===== src/rtl/inst_fetch.sv =====
// Instruction-fetch stage: owns the PC, reads the async ROM and fills
// the IF/ID register under a valid/ready handshake toward decode.
module inst_fetch #(
    parameter logic [31:0] RESET_PC  = 32'h0000_0000,
    parameter int          ROM_DEPTH = 20,
    parameter int          ADDR_W    = 5
) (
    input  logic              clk,
    input  logic              rst,
    output logic [ADDR_W-1:0] rom_addr,
    input  logic [31:0]       rom_inst,
    input  logic              id_ready,
    input  logic              redirect,
    input  logic [31:0]       redirect_pc,
    output logic              if_valid,
    output logic [31:0]       if_inst,
    output logic [31:0]       if_pc,
    output logic              fetch_err,
    output logic [31:0]       fetch_cnt
);

    typedef enum logic {
        RUN,
        HALT
    } state_t;

    localparam logic [ADDR_W:0] DEPTH = (ADDR_W+1)'(ROM_DEPTH);

    state_t      state;
    logic [31:0] pc;
    logic        fire;
    logic        bad;
    logic        handoff;
    logic        do_fetch;
    logic        do_fault;

    assign rom_addr = pc[ADDR_W+1:2];

    assign bad = (pc[1:0] != 2'b00)
              || ({1'b0, rom_addr} >= DEPTH)
              || (pc[31:ADDR_W+2] != '0);

    assign fire     = (state == RUN) && (!if_valid || id_ready);
    assign handoff  = if_valid && id_ready && !redirect;
    // A redirect wins over any fetch, so a wrong-path bad pc never faults.
    assign do_fetch = !redirect && fire && !bad;
    assign do_fault = !redirect && fire && bad;

    always_ff @(posedge clk) begin
        if (rst) begin
            state     <= RUN;
            pc        <= RESET_PC;
            if_valid  <= 1'b0;
            if_inst   <= '0;
            if_pc     <= '0;
            fetch_err <= 1'b0;
            fetch_cnt <= '0;
        end else begin
            if (handoff) begin
                fetch_cnt <= fetch_cnt + 32'd1;
            end
            unique case (1'b1)
                redirect: begin
                    pc        <= redirect_pc;
                    if_valid  <= 1'b0;
                    state     <= RUN;
                    fetch_err <= 1'b0;
                end
                do_fetch: begin
                    if_inst  <= rom_inst;
                    if_pc    <= pc;
                    if_valid <= 1'b1;
                    pc       <= pc + 32'd4;
                end
                do_fault: begin
                    if_valid  <= 1'b0;
                    state     <= HALT;
                    fetch_err <= 1'b1;
                end
                default: begin
                end
            endcase
        end
    end

endmodule


===== config.mk =====
export PLATFORM = sky130hd
export DESIGN_NAME = inst_fetch
export DESIGN_NICKNAME = d
export VERILOG_FILES = /design/src/rtl/inst_fetch.sv
export SDC_FILE = /design/constraint.sdc
export NUM_CORES = 1
export LEC_CHECK = 0
export ABC_AREA = 1
export CAP_MARGIN = 10
export CORE_MARGIN = 4
export CORE_UTILIZATION = 50
export CTS_BUF_LIST = sky130_fd_sc_hd__clkbuf_16
export DETAILED_ROUTE_END_ITERATION = 16
export PLACE_DENSITY = 0.84
export SYNTH_ARGS = -nofsm -noshare
export SYNTH_HDL_FRONTEND = slang
export SYNTH_SLANG_ARGS = --single-unit

===== constraint.sdc =====
create_clock -name clk -period 4.1 [get_ports clk]
set_input_delay 0.615 -clock clk [delete_from_list [all_inputs] [get_ports clk]]
set_output_delay 0.615 -clock clk [all_outputs]
set_load 0.02 [all_outputs]

-- Yosys cells after proc, flatten, opt, wreduce, memory -nomap -nowiden
Cells that the tools add are included.
- register bits: 130
- bits of input ports: 68
- output and inout port bits: 103
- $add $sub $neg: 2
- $lt $le $gt $ge: 1
- muxes and demuxes: 3
- bitwise gates (word level): 1
- reductions and logical operators: 18
- operator list (operator ; number):
    $pmux W32 S2 ; 1
    $add A32 B1 Y32 const B ; 1
    $add A32 B3 Y32 const B ; 1
    $reduce_bool A25 Y1 ; 1
    $reduce_bool A2 Y1 ; 4
    $logic_and A1 B1 Y1 ; 6
    $ge A5 B5 Y1 const B ; 1
    $pmux W1 S2 ; 2
    $logic_not A1 Y1 ; 3
    $logic_or A1 B1 Y1 ; 3
    $reduce_or A2 Y1 ; 1
    $not A1 Y1 ; 1

-- Depth between registers and ports, before layout
- depth after elaboration: 7
- gate-level depth with buffers: 12
- gate-level depth less buffers: 11

-- Worst setup path before layout
No wires, ideal clock.
- path kind: input port to flip-flop
- start: input port redirect
- end: register fetch_cnt[20]
- arrival: 1.562 ns
- slack: 2.428 ns
- stages: 11
- cell sequence: buf_6 > clkinv_4 > nand3_4 > nor2_4 > nand2_2 > nor2_4 > nand2_2 > nor2_4 > nand3_1 > nand2_1 > nor2_1
- cells in the longest elaborated chain, start to end: 2
- ends and longest elaborated chain (item ; RTL line ; source):
    start: declaration ; 13 ; input logic redirect,
    $logic_not A1 Y1 ; 44 ; assign handoff = if_valid && id_ready && !redirect;
    $logic_and A1 B1 Y1 ; 44 ;
    end signal: assignment ; 60 ; fetch_cnt <= fetch_cnt + 32'd1;
    end: declaration ; 19 ; output logic [31:0] fetch_cnt
Every way passes these cells.
A chain may end at the register's enable or synchronous reset.

-- Worst setup path after layout
- start: input port redirect
- end: register pc[14]
- cells in the longest elaborated chain, start to end: 4
- elaborated cells on any way between the ends: 5
- those cells by class: 1 x mux; 4 x reduce/logical
- ends and longest elaborated chain (item ; RTL line ; source):
    $logic_not A1 Y1 ; 46 ; assign do_fetch = !redirect && fire && !bad;
    $logic_and A1 B1 Y1 (2 in series) ; 46 ;
    $pmux W32 S2 or $reduce_bool A2 Y1 (tied branches) ; n/a ;
    end signal: assignment ; 64 ; pc <= redirect_pc;
    end signal: assignment ; 73 ; pc <= pc + 32'd4;
    end: declaration ; 30 ; logic [31:0] pc;
Several ways; a longest one is shown, not always the timed one.

==> metrics.md <==
| Metric | Value |
|---|---|
| Status | `completed` |
| Root Driver | `clkbuf_16` |
| Syn nets | `around 820` |
| First-pass GRT wire length | `approximately 25 mm` |
| RSZ-0062 raised after global routing | `false` |
| Number of global-route vias before repair | `between 5000 and 6000` |
| Ys async rst share | `0%` |
| WP data arrival | `2740 ps` |
| Worst hold path class | `register to register` |
| WL per Instance | `roughly 14 µm` |
| Gr ovfl total | `0` |
| Mapped Cells | `746` |
| MaxCap Viol Count | `0` |
| Post-Synth Adder-Cell Area | `0.697%` |
| Main synth FF type | `dfxtp_1` |
| EDFF count, synth | `0` |
| FF-to-FF path depth | `7` |
| CTS tree | `done` |
| CP top delay family | `buffers and inverters` |
| Largest family of logic cells by synthesized area | `simple AND/OR/NAND/NOR gates` |
| Dpl hpwl | `10.4 mm` |
| Area growth syn-to-layout | `41.9%` |
| Yosys top cell area share | `roughly half` |
| Die X | `between 100 and 150 µm` |
| DRC | `0` |
| Clock Sink Count | `130` |
| Fmax | `between 0.4 and 0.5 GHz` |
| Io pins | `between 150 and 200` |
| IO Port Bufs | `between 150 and 200` |
| Post-Syn Area | `~5400 µm²` |
| Aggregate routed wire length | `around 15 mm` |
| Core Region | `10400 µm²` |
| CP Class | `input pin to register` |
| Final Power | `between 0.003 and 0.004 W` |
| Post-placement cell area | `7050 µm²` |
| R2R Path End | `pc[14]` |
| Slew @ Worst Pin | `between 700 and 800 ps` |
| Simple logic cell fraction of the synthesized area | `between 30 and 40%` |
| Reg-to-reg startpoint | `if_valid` |
| Vias | `5370` |
| Site row count | `37` |
| Hold-fix buffers, CTS | `0` |
| CP Launch Type | `input pin` |
| Cell accounting for the most synthesized area | `dfxtp_1` |
| Max incr delay on CP | `640 ps` |
| Initial antenna violation count | `0` |
| Worst path required time | `between 4000 and 5000 ps` |
| Synth top cells by count | `nor2_1, nand2_1, dfxtp_1` |
| Seq cells post-synth | `between 100 and 150` |
| Worst hold stages | `2` |
| Avg Cell Area, Syn | `roughly 7.2 µm²` |
| Count of cell types in the netlist | `31` |
| P_leak | `roughly 2.8 nW` |
| RePlAce Congestion | `between 0.8 and 0.9` |
| Compound-Gate Fraction of Synth Area | `under 10%` |
| CTS buffer count | `17` |
| Pin count of the biggest net entering global routing | `86` |
| Layout cells sized above 1 | `approximately 5%` |
| Clock Latency Late Sink | `400 ps` |
| Worst Setup End Kind | `register` |
| Worst hold slack | `roughly 440 ps` |
| Antenna-violating nets left | `0` |
| N_diodes | `0` |
| Vias per inst | `a little over 5` |
| Mux contribution to synthesized area | `0%` |
| Crit Path Max Fanout | `85` |
| Post-CTS setup buffer count | `0` |
| Hold Fails Final Rpt | `0` |
| Setup Skew | `between 10 and 15 ps` |
| Syn. warnings | `0` |
| Hold endpoint | `if_pc[26]` |
| Worst path slowest cell | `buf_4` |
| Starting Density | `between 50% and 60%` |
| Synth top area cells | `dfxtp_1, nor2_1, nand2_1` |
| Cts repair resizes | `0` |
| Hold wc startpoint | `if_pc[26]` |
| Clock slew at reported path FFs | `roughly 60 ps` |
| Iter 0 DRT Violations | `~470` |
| Pwr Density | `around 400 nW/µm²` |
| Final Slew Violations | `0` |
| Endpoints failing setup | `0` |
| Fin crit share | `59.0%` |
| Final instance area | `between 7000 and 8000 µm²` |
| FF-to-FF setup slack | `about 2000 ps` |
| Most used cell, CP | `buf_4` |
| Top-count cell post-synth | `nor2_1` |
| H-tree levels | `4` |
| Max_slew headroom | `47.6%` |
| Gr usage total | `a little under a quarter` |
| Die Y | `between 100 and 150 µm` |
| Register area share after synthesis | `48.3%` |
| CP Cell Sequence | `clkdlybuf4s50_1 > buf_4 > nor2_1 > nand2_2 > buf_4 > nand3_1 > a21oi_1` |
| Setup_tns | `0 ps` |
| CP Buf/Inv Count | `3` |
| Synth Area in XOR/XNOR | `1.79%` |
| CTS Buffer Depth | `2` |
| Peak VDD IR | `0.000264 V` |
| Drt first pass iters | `5` |
| Die ar. | `between 10000 and 15000 µm²` |
| Final core occ | `73.4%` |
| Final nets | `970` |
| Min cycle time layout | `about 2400 ps` |
-- per-stage QoR --
step | cells | setup slack (ps)
2_1_floorplan | 746 | 2430
3_3_place_gp | 1016 | 1430
3_5_place_dp | 1016 | 1290
4_1_cts | 1048 | 1700
5_1_grt | 1048 | 1500
6_report | 1048 | 1680
-- cells by family after synthesis --
| family | after synthesis |
|---|---|
| buffers and inverters | 75 |
| AO/OA/AOI/OAI | 96 |
| XOR/XNOR | 11 |
| AND/OR/NAND/NOR | 431 |
| flip-flops | 130 |
| adder cells (fa/ha/maj) | 3 |
-- routing by layer --
| metal | global-route usage (%) | up-vias | routed length, µm |
|---|---|---|---|
| met2 | 40.5 | 235 | 7290 |
| met5 | 0 | - | 0 |
| met4 | 10.8 | 0 | 370 |
| met3 | 6.96 | 31 | 1230 |
| li1 | - | 2656 | - |
| met1 | 27.6 | 2448 | 6100 |
-- cell type report --
class                   instances  area [µm²]
inverters                      35         136
clock inverters                15         175
flip-flops and latches        130        2600
clock buffers                  17         425
well taps                     136         170
fillers                       821        2770
multi-input cells             541        2410
repair buffers                174        1730
-- where the power goes --
part	leakage (nW)	internal [W]	switching [W]
Clock	0.297	0.00100	0.000533
Sequential	1.05	0.00129	0.0000147
Combinational	1.46	0.0000949	0.0000878
-- state kept, by name (all words and copies together) (netlist names) --
signal,cells
fetch_cnt,32
if_inst,32
if_pc,32
pc,32
if_valid,1
state,1
-- worst max-delay path by stage --
stage                   from       endpoint  slack (ps)  depth (start not counted)
floorplan           redirect  fetch_cnt[20]        2430                         11
global placement    redirect          pc[4]        1430                          8
detailed placement  redirect         pc[14]        1290                          7
CTS                 redirect          pc[4]        1700                          7
global route        redirect          pc[6]        1500                          8
finish              redirect         pc[14]        1680                          7
-- placed cells by master, fill, tap and decap left out --
cell type / instances
a21oi_1: 46
buf_2: 1
buf_4: 4
bufinv_16: 4
clkbuf_16: 17
clkdlybuf4s50_1: 169
clkinv_1: 4
clkinv_2: 1
clkinv_4: 2
clkinvlp_4: 2
dfxtp_1: 130
ha_1: 3
inv_1: 36
inv_2: 1
nand2_1: 183
nand2_2: 4
nand3_1: 31
nand3_2: 2
nand3_4: 1
nand3b_1: 5
nand4_1: 5
nor2_1: 184
nor2_2: 1
nor2_4: 6
nor3_1: 4
nor3b_1: 1
nor4_1: 3
o21a_1: 1
o21ai_0: 35
o21ai_1: 13
o21bai_1: 1
or2_2: 1
xnor2_1: 2
xor2_1: 9
-- worst reg2reg max path, stage by stage, from the launching register on --
cell and delay, ps:
dfxtp_1 410, inv_1 70, o21ai_1 200, nor2_1 150
nand2_2 140, buf_4 640, nand3_1 170, a21oi_1 200
Note: power is estimated with default switching activity, not from simulation.
